**src/rtl/score_keeper.sv**
```systemverilog
// Run/high score keeper for the game: BCD run score, persistent high score,
// and four active-low seven-segment displays that blink after a game over.
module score_keeper #(
  parameter int unsigned FRAMES_PER_POINT = 6,
  parameter int unsigned BLINK_FRAMES     = 30
) (
  input  logic        clock,
  input  logic        reset,
  input  logic        go,
  input  logic        frame_tick,
  input  logic        game_over,
  input  logic        clear_high,
  input  logic        show_high,
  output logic [15:0] score_bcd,
  output logic [15:0] high_bcd,
  output logic        new_high,
  output logic        running,
  output logic [6:0]  HEX0,
  output logic [6:0]  HEX1,
  output logic [6:0]  HEX2,
  output logic [6:0]  HEX3
);

  typedef enum logic [1:0] {IDLE, RUN, OVER} state_t;

  localparam logic [3:0] FRAME_LAST = 4'(FRAMES_PER_POINT - 1);
  localparam logic [5:0] BLINK_LAST = 6'(BLINK_FRAMES - 1);

  state_t      state;
  logic [3:0]  frame_cnt;
  logic [5:0]  blink_cnt;
  logic        blank;
  logic        go_q;
  logic        over_q;
  logic        go_rise;
  logic        over_rise;
  logic        at_point;
  logic [15:0] score_next;
  logic [15:0] shown;

  // Saturating 4-digit BCD increment; 9999 stays put.
  function automatic logic [15:0] bcd_inc(input logic [15:0] v);
    logic [15:0] r;
    logic        carry;
    r     = v;
    carry = 1'b1;
    if (v != 16'h9999) begin
      for (int unsigned i = 0; i < 4; i++) begin
        if (carry) begin
          if (r[i*4 +: 4] == 4'd9) begin
            r[i*4 +: 4] = 4'd0;
          end else begin
            r[i*4 +: 4] = r[i*4 +: 4] + 4'd1;
            carry       = 1'b0;
          end
        end
      end
    end
    return r;
  endfunction

  function automatic logic [6:0] seg(input logic [3:0] d);
    logic [6:0] s;
    case (d)
      4'd0:    s = 7'b1000000;
      4'd1:    s = 7'b1111001;
      4'd2:    s = 7'b0100100;
      4'd3:    s = 7'b0110000;
      4'd4:    s = 7'b0011001;
      4'd5:    s = 7'b0010010;
      4'd6:    s = 7'b0000010;
      4'd7:    s = 7'b1111000;
      4'd8:    s = 7'b0000000;
      4'd9:    s = 7'b0010000;
      default: s = 7'h7F;
    endcase
    return s;
  endfunction

  always_comb begin
    go_rise    = go & ~go_q;
    over_rise  = game_over & ~over_q;
    at_point   = frame_tick && (frame_cnt == FRAME_LAST);
    score_next = at_point ? bcd_inc(score_bcd) : score_bcd;
  end

  always_ff @(posedge clock or posedge reset) begin
    if (reset) begin
      state     <= IDLE;
      score_bcd <= '0;
      high_bcd  <= '0;
      frame_cnt <= '0;
      blink_cnt <= '0;
      blank     <= 1'b0;
      new_high  <= 1'b0;
      running   <= 1'b0;
      go_q      <= 1'b0;
      over_q    <= 1'b0;
    end else begin
      go_q     <= go;
      over_q   <= game_over;
      new_high <= 1'b0;
      case (state)
        IDLE: begin
          if (go_rise) begin
            state     <= RUN;
            running   <= 1'b1;
            score_bcd <= '0;
            frame_cnt <= '0;
          end
        end
        RUN: begin
          if (frame_tick) frame_cnt <= at_point ? '0 : frame_cnt + 4'd1;
          score_bcd <= score_next;
          // Game over takes priority over a simultaneous go edge, and the
          // final score includes any point scored on this very cycle.
          if (over_rise) begin
            state   <= OVER;
            running <= 1'b0;
            if (score_next > high_bcd) begin
              high_bcd <= score_next;
              new_high <= ~clear_high;
            end
          end
        end
        OVER: begin
          if (frame_tick) begin
            if (blink_cnt == BLINK_LAST) begin
              blink_cnt <= '0;
              blank     <= ~blank;
            end else begin
              blink_cnt <= blink_cnt + 6'd1;
            end
          end
          if (go_rise) begin
            state     <= RUN;
            running   <= 1'b1;
            score_bcd <= '0;
            frame_cnt <= '0;
            blink_cnt <= '0;
            blank     <= 1'b0;
          end
        end
        default: begin
          state   <= IDLE;
          running <= 1'b0;
        end
      endcase
      if (clear_high) high_bcd <= '0;
    end
  end

  always_comb begin
    shown = show_high ? high_bcd : score_bcd;
    if (blank) begin
      HEX0 = 7'h7F;
      HEX1 = 7'h7F;
      HEX2 = 7'h7F;
      HEX3 = 7'h7F;
    end else begin
      HEX0 = seg(shown[3:0]);
      HEX1 = seg(shown[7:4]);
      HEX2 = seg(shown[11:8]);
      HEX3 = seg(shown[15:12]);
    end
  end

endmodule

```
**config.mk**
```make
export PLATFORM = sky130hd
export DESIGN_NAME = score_keeper
export DESIGN_NICKNAME = d
export VERILOG_FILES = /design/src/rtl/score_keeper.sv
export SDC_FILE = /design/constraint.sdc
export NUM_CORES = 1
export LEC_CHECK = 0
export ABC_CLOCK_PERIOD_IN_PS = 4120
export CORE_ASPECT_RATIO = 0.9
export CORE_MARGIN = 1
export CORE_UTILIZATION = 54
export CTS_CLUSTER_DIAMETER = 150
export DETAILED_ROUTE_END_ITERATION = 12
export PLACE_DENSITY = 0.85
export REMOVE_ABC_BUFFERS = 1
export SYNTH_ARGS = -nofsm -noshare
export SYNTH_HDL_FRONTEND = slang
export SYNTH_SLANG_ARGS = --single-unit
```
**constraint.sdc**
```tcl
create_clock -name clock -period 4.12 [get_ports clock]
set_input_delay 0.824 -clock clock [delete_from_list [all_inputs] [get_ports clock]]
set_output_delay 0.824 -clock clock [all_outputs]
set_load 0.05 [all_outputs]
```
Word level (Yosys, flattened, before mapping)
Memory sizes are Yosys's and may differ from the RTL's.
Index checks and enable logic that the tools add are counted.
{"block": "op_classes", "n_addsub": 6, "magnitude_cmp": 1, "eq_ne": 12, "muxes": 47, "bitwise_logic": 6, "n_reduce_logical": 15}
{"operator": "16-bit 2-to-1 mux", "n": 8}
{"operator": "4-bit 2-to-1 mux", "n": 10}
{"operator": "16-bit one-hot mux with 2 select lines", "n": 1}
{"operator": "7-bit 2-to-1 mux", "n": 4}
{"operator": "4-bit by 1-bit adder with 4-bit output (second input constant)", "n": 5}
{"operator": "6-bit 2-to-1 mux", "n": 3}
{"operator": "4-bit == test (second input constant)", "n": 4}
{"operator": "16-bit greater-than comparator", "n": 1}
{"operator": "1-bit 2-to-1 mux", "n": 16}
{"operator": "16-bit != test (second input constant)", "n": 1}
{"operator": "2-bit nonzero test", "n": 6}
{"operator": "3-bit AND reduction", "n": 3}
{"operator": "4-bit one-hot mux with 2 select lines", "n": 1}
{"operator": "6-bit by 1-bit adder with 6-bit output (second input constant)", "n": 1}
{"operator": "6-bit by 5-bit == test with 1-bit output (second input constant)", "n": 1}
{"operator": "2-bit AND reduction", "n": 3}
{"operator": "4-bit by 3-bit == test with 1-bit output (second input constant)", "n": 1}
{"operator": "2-bit 2-to-1 mux", "n": 2}
{"operator": "2-bit != test (second input constant)", "n": 2}
{"operator": "1-bit NOT", "n": 4}
{"operator": "2-bit one-hot mux with 2 select lines", "n": 1}
{"operator": "1-bit bitwise AND", "n": 2}
{"operator": "2-bit by 1-bit == test with 1-bit output (second input constant)", "n": 1}
{"operator": "2-bit == test (second input constant)", "n": 1}
{"operator": "5 further kinds", "n": 5}
{"block": "totals", "reg_bits": 49, "mem_bits_ro": 448, "input_bits": 7, "output_inout_bits": 62, "elab_cells": 101, "memories": 4}
{"memory": "(name not given)", "words": 16, "width": 7, "read_ports": 1, "rd_ports_with_merged_regs": 0, "wr": 0, "line": "64", "rtl": "case (d)"}
{"memory": "(name not given)", "words": 16, "width": 7, "read_ports": 1, "rd_ports_with_merged_regs": 0, "wr": 0, "line": "64"}
{"memory": "(name not given)", "words": 16, "width": 7, "read_ports": 1, "rd_ports_with_merged_regs": 0, "wr": 0, "line": "64"}
{"memory": "(name not given)", "words": 16, "width": 7, "read_ports": 1, "rd_ports_with_merged_regs": 0, "wr": 0, "line": "64"}

Depth between registers and ports, before layout
{"block": "depth", "ltp_word": 15, "ltp_mapped": 15, "mapped_depth_nobuf": 14}

Worst setup path before layout
OpenSTA, ideal clock, no wires.
{"block": "synth_path", "path_type": "register -> register", "from": "register score_bcd[0]", "to": "register high_bcd[11]", "setup_ns": 0.121, "t_arrival_ns": 3.457, "required_time_ns": 3.999, "slack_ns": 0.542, "stages_incl_launch_ff": 14, "n_path_buf": 1, "synth_period_minus_slack_ns": 3.578, "path_cell_list": "dfrtp_1 -> ha_1 -> nand3b_4 -> nor4_4 -> nand4_1 -> xor2_1 -> inv_1 -> ha_1 -> nand4_2 -> or2_1 -> o22ai_2 -> o32ai_4 -> buf_4 -> a22o_1"}
{"block": "synth_via", "elab_chain_cells": 13, "elab_cells_between_ends": 22, "cone_classes": "add/sub (1); order compare (1); eq/ne (2); mux (16); reduce/logical (2)"}
{"element": "start, declared", "line": "14", "rtl": "output logic [15:0] score_bcd,"}
{"element": "start signal, assigned", "line": "114", "rtl": "score_bcd <= score_next;"}
{"element": "4-bit == test", "line": "50", "rtl": "if (r[i*4 +: 4] == 4'd9) begin"}
{"element": "1-bit 2-to-1 mux", "line": "50"}
{"element": "1-bit 2-to-1 mux", "line": "47", "rtl": "if (v != 16'h9999) begin"}
{"element": "1-bit 2-to-1 mux", "line": "49", "rtl": "if (carry) begin"}
{"element": "1-bit 2-to-1 mux", "line": "47"}
{"element": "1-bit 2-to-1 mux", "line": "49"}
{"element": "1-bit 2-to-1 mux", "line": "47"}
{"element": "4-bit 2-to-1 mux", "line": "49"}
{"element": "16-bit 2-to-1 mux", "line": "47"}
{"element": "16-bit 2-to-1 mux *", "line": "84", "rtl": "score_next = at_point ? bcd_inc(score_bcd) : score_bcd;"}
{"element": "16-bit greater-than comparator", "line": "120", "rtl": "if (score_next > high_bcd) begin"}
{"element": "2-bit nonzero test (no source line)"}
{"element": "3-bit AND reduction (no source line)"}
{"element": "end signal, assigned", "line": "121", "rtl": "high_bcd <= score_next;"}
{"element": "end, declared", "line": "15", "rtl": "output logic [15:0] high_bcd,"}
Every way passes the cells marked *; elsewhere a longest branch is shown, timed or not. The select of a mux whose other input is x is not followed.
A chain may end at the register's enable or synchronous reset.

Worst setup path after layout
{"block": "layout_path", "from": "input frame_tick", "to": "register high_bcd[2]"}
{"block": "layout_via", "elab_chain_cells": 6, "elab_cells_between_ends": 9, "cone_classes": "order compare (1); mux (5); reduce/logical (3)"}
{"element": "start, declared", "line": "10", "rtl": "input logic frame_tick,"}
{"element": "1-bit logical AND *", "line": "83", "rtl": "at_point = frame_tick && (frame_cnt == FRAME_LAST);"}
{"element": "16-bit 2-to-1 mux *", "line": "84"}
{"element": "parallel branches: the longest is 4 deep, another holds 16-bit greater-than comparator"}
Every way passes the cells marked *. The select of a mux whose other input is x is not followed.

==> results.yml <==
run:
  drv_cap: 0
power_and_ir_drop:
  leakagePower_uw: 0.002649
  intPower_uw: 1181
  swShare_pct: 44.60
  netSwitchingPower_uw: 950.7
  powerDensity_nw_per_um2: 418.7
  fin_total_pwr_uw: 2132
  p_comb_share_pct: 54.2
  p_clk_share_pct: 17.0
  max-vdd-ir-drop_mv: 0.3915
  seqPwrFrac_pct: 28.8
synth:
  ys.flop_type: "dfrtp_1"
  yosys_register_bits: 49
  syn-cell-area_um2: 4011
  ys_async_sr_fraction_pct: 100.0
  synth_cells: 444
  synth_edf_count: 0
  yosysSeqAreaShare_pct: 30.57
  yosys_warnings: 0
  synth_area_per_cell_um2: 9.035
  yosysUniqueCellTypes: 55
routing:
  routedWlPerCell_um: 16.35
  num_vias: 3665
  wirelength_um: 10060
  ant_nets: 0
  drc: 0
  drt-vias-per-instance: 5.959
  dr.pass1.iters: 6
  drtIter0Drc: 256
global_route:
  grt_pass1_wl_um: 16760
  gr-total-overflow: 0
  grt_max_degree: 50
  grt_antenna_before_repair: 0
  grt_pass1_vias: 3515
  grt_use_total_pct: 26.96
timing:
  clock_skew_ns: 0.01022
  setup_viol: 0
  fin_crit_sh_pct: 95.79
  worst_hold_slack_ns: 0.4936
  period_needed_ns: 3.946
  relSlewSlack_pct: 26.72
  fin_tns_setup_ns: 0
  slew_viol_final: 0
  finalHoldViolCount: 0
  fmax_mhz: 253.4
  tightest_slew_ns: 1.099
critical_path:
  worstSetupEndpointType: "flip-flop"
  critical_path_class: "in -> reg"
  arrival_ns: 4.14
  slowest_stage: "clkdlybuf4s50_1"
  critPathLaunchType: "primary input"
  cp_cell_sequence: "clkdlybuf4s50_1, nand4b_2, nor4_4, nand4_1, xor2_1, inv_1, ha_1, nand4_2, nor4_1, nor3_1, o31ai_4, inv_2, a22o_1"
  crit_path_max_fanout: 12
  slowest_delay_ns: 0.54
  worstPathRequired_ns: 4.31
cts:
  cts_buffers: 5
  clockBufferDepth: 2
  clk_pin_slew_ns: 0.10
  clkSinkCount: 49
  htreeDepth: 2
  hold_buffers: 0
  cts_tree: "built"
  clock_latency_ns: 0.30
  cts_root_buffer: "clkbuf_8"
hold_path:
  hold_path.class: "reg -> reg"
final_layout:
  diodes: 0
  finalNetCount: 576
  final_util_pct: 71.60
  drive_gt1_share_pct: 14.94
  final_cells: 615
  syn2layout_area_growth_pct: 26.95
placement:
  dp_hpwl_um: 7548
  dp.cells: 605
  io_buffer_count: 68
  gp_congestion: 0.8652
floorplanning:
  chipWidth_um: 92.85
  placementRows: 29
  initial_core_util_pct: 56.40
  dieArea_um2: 7778
  io_pins: 69
  core_um2: 7112
  die-height_um: 83.77
status:
  status: "complete, no violations"
[routing by layer]
metal	routed length (µm)	GRT usage, %
met5	0	0
met4	197	9.371
met1	4386	36.02
met3	517	3.916
met2	4954	44.52
[synth_stat cells, types with 2 or more instances]
master     count  area, µm²
ha_1          48      600.6
a22o_1        21      183.9
or3_1          2      12.51
or2_1          2      12.51
nor2_1        21      78.83
o21ai_0       38      190.2
a211o_1        4      35.03
mux2_4         2      30.03
mux2_2         3      33.78
nand3b_1       2      15.01
nor2b_1       11      68.82
xor2_1         2      17.52
nand2_1       49      183.9
nor3_1         7      35.03
clkbuf_1       6      22.52
a21o_1        26      195.2
nand4_1        7      43.79
buf_2          2      10.01
o21bai_1       2      15.01
nand2_2        2      12.51
o2bb2ai_1      5      43.79
inv_1         36      135.1
nand2b_1       3      18.77
o31ai_1        6      45.04
buf_1          4      15.01
buf_4          2      15.01
or2_2          5      31.28
o21a_1         2      15.01
dfrtp_1       49       1226
a21oi_1       19      95.09
mux2i_1       27      270.3
nand3_1        6      30.03
[cell families (layout without fill, tap and decap cells)]
family,count (synthesis),in the layout,synth area share (%)
and+or+nand+nor,126,126,16.34
xor gates and xnor gates,3,3,0.6551
DFF,49,49,30.57
AOI/OAI and AO/OA,134,134,23.77
muxes,33,33,8.671
adders and majority gates,48,48,14.97
buffers and inverters,51,129,5.022
[worst max-delay path, delay by kind of cell]
family                     cells  cell delay (ns)
buffers and inverters          3             0.83
and+or+nand+nor                6             1.48
adders and majority gates      1             0.32
xor gates and xnor gates       1             0.28
AOI/OAI and AO/OA              2             0.39
[per-stage QoR]
step | worst slack [ns] | area [µm²]
3_5_place_dp | -0.1694 | 4943
3_3_place_gp | 0.005352 | 4943
2_1_floorplan | 0.5662 | 3949
4_1_cts | 0.1444 | 5060
6_report | 0.1736 | 5092
5_1_grt | -0.05816 | 5092
[state kept, by name (all words and copies together) (netlist names)]
signal,flops
new_high,1
state,2
high_bcd,16
frame_cnt,4
blink_cnt,6
running,1
go_q,1
score_bcd,16
blank,1
over_q,1
[final timing paths]
| check | from | end | slack (ns) | depth (start not counted) |
|---|---|---|---|---|
| setup / recovery | frame_tick | high_bcd[2] | 0.17 | 13 |
| hold / removal | running | running | 0.49 | 1 |
| setup reg to reg | score_bcd[9] | high_bcd[2] | 0.29 | 14 |
| hold reg to reg | running | running | 0.49 | 1 |
| max in group asynchronous | reset | score_bcd[14] | 2.43 | 2 |
| min in group asynchronous | reset | new_high | 1.07 | 2 |
[cells in the final DEF, fill, tap and decap left out, types with 3 or more instances in the layout]
cell / n
nor3_1: 6
nand3_1: 6
a22o_1: 21
nor2b_1: 11
a211o_1: 4
nand2b_1: 3
clkbuf_8: 6
inv_1: 35
or2_2: 5
o31ai_1: 6
buf_12: 14
o2bb2ai_1: 5
buf_4: 30
dfrtp_1: 49
nor2_1: 21
clkdlybuf4s50_1: 40
a21o_1: 26
o21ai_0: 38
mux2i_1: 27
nand2_1: 49
a21oi_1: 19
ha_1: 48
mux2_2: 3
nand4_1: 7
[power groups by stage]
stage | logic [µW] | clock network, µW | registers [µW]
detailed placement | 1160 | 0 | 623
global route | 1200 | 385 | 625
global placement | 1140 | 0 | 618
finish | 1160 | 361 | 614
CTS | 1160 | 366 | 614
floorplan | 668 | 0 | 614
[area by class of cell]
class | count | area (µm²)
clock inverters | 1 | 30.03
fillers | 537 | 2019
inverters | 37 | 138.9
well taps | 93 | 116.4
clock buffers | 7 | 86.33
flip-flops and latches | 49 | 1226
repair buffers | 84 | 905.9
multi-input cells | 344 | 2589
[repair_timing]
item,CTS,global route
setup buffers,0,2
resized for setup,0,1
setup endpoints to repair,0,16
(Power assumes the default switching activity.)
==> patch 1, RTL diff (same settings) <==
The 3 states of `state_t` get a one-hot encoding in 3 bits.
--- a/src/rtl/score_keeper.sv
+++ b/src/rtl/score_keeper.sv
@@ -21,7 +21,7 @@
   output logic [6:0]  HEX3
 );
 
-  typedef enum logic [1:0] {IDLE, RUN, OVER} state_t;
+  typedef enum logic [2:0] {IDLE = 3'b001, RUN = 3'b010, OVER = 3'b100} state_t;
 
   localparam logic [3:0] FRAME_LAST = 4'(FRAMES_PER_POINT - 1);
   localparam logic [5:0] BLINK_LAST = 6'(BLINK_FRAMES - 1);
Formal check against the unedited RTL: same outputs for any inputs over 10 cycles, from zero or initial values and one cycle with reset high; not proved beyond that.
==> patch 1 against the original RTL <==
- register-to-register slack better by 0.22 ns
- worst hold slack better by 0.031 ns
- wire length increased by 3.6%
- cell area rose by 2.6%
- largest cell class unchanged
- critical endpoint is now high_bcd[14]
- fmax fell by 0.33%
- setup slack got worse by 0.013 ns
- critical path depth did not move
- synthesized area increased by 2.6%
- clock skew fell by 0.0036 ns
- non-clock buffer count grew 7
- sequential share of layout area decreased by 0.59 points
- global-route usage up 0.13 points
- sequential cell count unchanged
Power is not compared: it rests on default switching activity, and its combinational part moved more than twofold at a synthesized area within 25%.
==> patch 1: results (changes against the original RTL) <==
- DP Area: 5090 sq um (+3.0%)
- Status: complete, no violations
- Clock root buffer: clkbuf_8
- Largest regs: high_bcd x16, score_bcd x16, blink_cnt x6
- Hold Path Cell Cnt: 1 (unchanged)
- Synth cell count leaders: nand2_1 (96), dfrtp_1 (48), ha_1 (48), inv_1 (40), o21ai_0 (31)
- Synth cell types: 55 (unchanged)
- Setup WS pre-CTS: -0.0237 ns (+0.146 ns)
- Clock slew at reported path FFs: 0.10 ns (about the same)
- Arr. time, crit path: 4.19 ns (+0.05 ns)
- Peak per-stage delay on the critical path: 0.55 ns
- GP Congestion: 0.837 (-3.2%)
- Wirelength, routed: 10.4 mm (+3.6%)
- Met3 WL: 423 um (-18%)
- Post_cts resized: 0 (unchanged)
- Multiplexer share of the synthesized area: 7.99% (-0.68 points)
- Vias post-DR: 3,761 (+2.6%)
- Grt met2 use: 48.4% (+3.9 points)
- Port Buf Inserts: 68 (unchanged)
- Synthesis Warnings: 0 (unchanged)
- WL met1: 4.61 mm (+5.0%)
- Iteration-0 DRC Markers: 205 (-20%)
- Final hold viol count: 0 (unchanged)
- Clock skew: 0.00665 ns (-0.00358 ns)
- Total negative setup slack: 0 ns (unchanged)
- Max clock buf depth: 2 (unchanged)
- Crit-path leading delay family: simple AND/OR/NAND/NOR gates
- Largest net degree at the start of global routing: 50 (unchanged)
- Compound-gate portion of the synthesized area: 19.5% (-4.3 points)
- Setup bufs post-CTS: 0 (unchanged)
- Slew margin rel.: 31.7% (+5.0 points)
- Crit path max fanout: 7 (-5)
- Placed insts: 651 (+7.6%)
- Clock Latency Late Sink: 0.31 ns
- First-pass GRT wire length: 17.1 mm (+2.1%)
- First drt pass iteration count: 4 (-2)
- Uppermost layer routed: met4
- Met1 usage: 33.2% (-2.8 points)
- Fillers: 528 (-1.7%)
- P_leak: 2.75 nW
- H-tree Lvls: 2 (unchanged)
- Sequential cell area fraction in the yosys report: 29.8% (-0.75 points)
- Met2 WL: 5.15 mm (+3.9%)
- Layout cells sized above 1: 14.6% (-0.36 points)
- Vias per inst: 5.68 (-4.7%)
- M3 GR Usage: 4.03% (+0.12 points)
- CTS Buf Count: 5 (unchanged)
- Initial antenna violation count: 0 (unchanged)
- Clk. pwr: 0.308 mW
- Nets: 623 (+8.2%)
- Adder-cell share of the synthesized area: 14.6% (-0.38 points)
- Sequential cell power: 0.517 mW
- GRT Overall Usage: 27.1% (+0.13 points)
- Largest cells by area after synthesis: dfrtp_1 (29%), ha_1 (15%), nand2_1 (8.8%), mux2i_1 (6.8%), o21ai_0 (3.8%)
- Post-Syn Instances: 484 (+9.0%)
- XOR/XNOR Fraction of Synth Area: 0.851% (+0.20 points)
- Psw: 0.303 mW
- Slowest cell on the critical path: clkdlybuf4s50_1
- Dpl hpwl: 8.07 mm (+6.9%)
- Worst reg2reg path depth: 13 (-1)
==> patch 1: cell count changes after synthesis, sizes merged, moves of 5 or more <==
| cell | unedited run | this run |
|---|---|---|
| o2bb2ai | 5 | 13 |
| a22o | 21 | 10 |
| nand2 | 51 | 97 |
| nand2b | 3 | 8 |
| a21o | 26 | 6 |
==> patch 1: area by class of cell <==
cell class / instances / area (sq um) / share of cell area [%]
flip-flops and latches: 49 / 1230 / 23.5
inverters: 41 / 154 / 2.95
clock inverters: 2 / 13.8 / 0.263
multi-input cells: 380 / 2690 / 51.4
clock buffers: 6 / 82.6 / 1.58
repair buffers: 91 / 946 / 18.1
well taps: 93 / 116 / 2.23
==> patch 1: final timing paths <==
check,slack (ns),start,endpoint
worst max-delay path,0.16,frame_tick,high_bcd[14]
worst max register to register,0.51,score_bcd[8],high_bcd[14]
worst min register to register,0.52,blink_cnt[4],blink_cnt[4]
worst min-delay path,0.52,blink_cnt[4],blink_cnt[4]
max in group asynchronous,2.41,reset,high_bcd[3]
min in group asynchronous,1.07,reset,over_q
==> patch 2, RTL diff (same settings) <==
Without the edit above. Change the parameter `BLINK_FRAMES` from 30 to 29.
--- a/src/rtl/score_keeper.sv
+++ b/src/rtl/score_keeper.sv
@@ -2,7 +2,7 @@
 // and four active-low seven-segment displays that blink after a game over.
 module score_keeper #(
   parameter int unsigned FRAMES_PER_POINT = 6,
-  parameter int unsigned BLINK_FRAMES     = 30
+  parameter int unsigned BLINK_FRAMES     = 29
 ) (
   input  logic        clock,
   input  logic        reset,
Check against the original RTL: same outputs for any inputs over 10 cycles, from zero or initial values and one cycle with reset high; that may be too few to reach the edited logic, so the function may still have changed.
==> patch 2 against the original RTL <==
- first-iteration DRC count rose by 3.1%
- cell area rose by 0.61%
- synthesized area up 0.28%
- wire length increased by 3.2%
- sequential cell count unchanged
- fmax shrank 0.73%
- register-to-register slack worse by 0.08 ns
- core utilization is 0.44 points higher
- setup slack worse by 0.029 ns
Power is not compared: it rests on default switching activity, and its combinational part moved more than twofold at a synthesized area within 25%.
==> patch 2: results (changes against the original RTL) <==
- Wirelength, routed: 10.4 mm (+3.2%)
- Dpl hpwl: 7.60 mm (+0.70%)
- Hold WS: 0.495 ns (+0.00122 ns)
- Clock skew: 0.00729 ns (-0.00294 ns)
- Vias post-DR: 3,732 (+1.8%)
- Synth cell types: 58 (+5.5%)
- Adder-cell share of the synthesized area: 14.9% (-0.042 points)
- Multiplexer share of the synthesized area: 7.87% (-0.80 points)
- Largest net degree at the start of global routing: 50 (unchanged)
- Fillers: 540 (+0.56%)
- First drt pass iteration count: 4 (-2)
- WL met1: 4.60 mm (+4.9%)
- Max clock buf depth: 2 (unchanged)
- Met2 WL: 5.02 mm (+1.4%)
- Slew margin rel.: 30.0% (+3.3 points)
- XOR/XNOR Fraction of Synth Area: 0.653% (-0.0018 points)
- GRT Overall Usage: 26.6% (-0.39 points)
- Crit-path leading delay family: compound AO/OA/AOI/OAI gates
- Hold Path Sink: running
- Hold_sp: running
- Hold Path Class: reg2reg
- Ant diodes: 0 (unchanged)
- Crit path max fanout: 16 (+4)
- Hold Path Cell Cnt: 1 (unchanged)
- Mapped Avg Cell Area: 8.94 sq um (-1.1%)
- Internal: 0.700 mW
- Iteration-0 DRC Markers: 264 (+3.1%)
- Arr. time, crit path: 4.18 ns (+0.04 ns)
- Sequential cell area fraction in the yosys report: 30.5% (-0.086 points)
- M3 GR Usage: 4.37% (+0.46 points)
- Peak per-stage delay on the critical path: 0.67 ns (+0.13 ns)
- R2r setup slk: 0.21 ns (-0.08 ns)
- Compound-gate portion of the synthesized area: 23.5% (-0.25 points)
- Area of the multi-input gates: 2610 sq um (+0.68%)
- DP Area: 5010 sq um (+1.4%)
- Synth cell count leaders: nand2_1 (51), dfrtp_1 (49), ha_1 (48), o21ai_0 (42), inv_1 (36)
- Vias in the first global route: 3,547 (+0.91%)
- Max-cap violations: 0 (unchanged)
- Layout cells sized above 1: 16.4% (+1.5 points)
- Clock root buffer: clkbuf_8
- Status: complete, no violations
- Vias per inst: 5.93 (-0.44%)
- Setup bufs post-CTS: 0 (unchanged)
- Met1 usage: 36.0% (about the same)
- Placed insts: 621 (+2.6%)
- GP Congestion: 0.890 (+2.9%)
- Met3 WL: 612 um (+18%)
- Uppermost layer routed: met4
- Nets: 590 (+2.4%)
- Setup WS pre-CTS: -0.253 ns (-0.0836 ns)
- Largest cells by area after synthesis: dfrtp_1 (30%), ha_1 (15%), mux2i_1 (6.2%), o21ai_0 (5.2%), a22o_1 (4.8%)
- FF-to-FF Start: score_bcd[8]
- Post-layout min period: 3.98 ns (+0.0289 ns)
- RR Endpoint: high_bcd[13]
- Slowest cell on the critical path: a2111oi_1
- Worst reg2reg path depth: 13 (-1)
## patch 2: cell types whose count changed in the layout (fill, tap and decap cells not counted), moves of 2 or more
cell	change
buf_4	+8
mux2i_1	-5
nand2b_1	+5
o21ai_0	+4
a21o_1	-3
mux2i_2	+3
nor2b_1	-3
nand2_1	+2
nand3_1	+2
nand4_1	+2
nor2_1	+2
## patch 2: final cells by class
class                   count  share of cell area (%)
multi-input cells         351                    50.9
flip-flops and latches     49                    23.9
repair buffers             91                    18.5
inverters                  37                    2.71
well taps                  93                    2.27
clock buffers               5                    1.34
clock inverters             3                   0.415
## patch 2: power groups by stage
stage / Sequential (mW) / Clock [mW] / Combinational [mW]
after floorplan: 0.566 / 0 / 0.112
after global placement: 0.555 / 0 / 0.198
after detailed placement: 0.555 / 0 / 0.202
after CTS: 0.546 / 0.302 / 0.203
after global routing: 0.553 / 0.316 / 0.229
final: 0.547 / 0.299 / 0.205
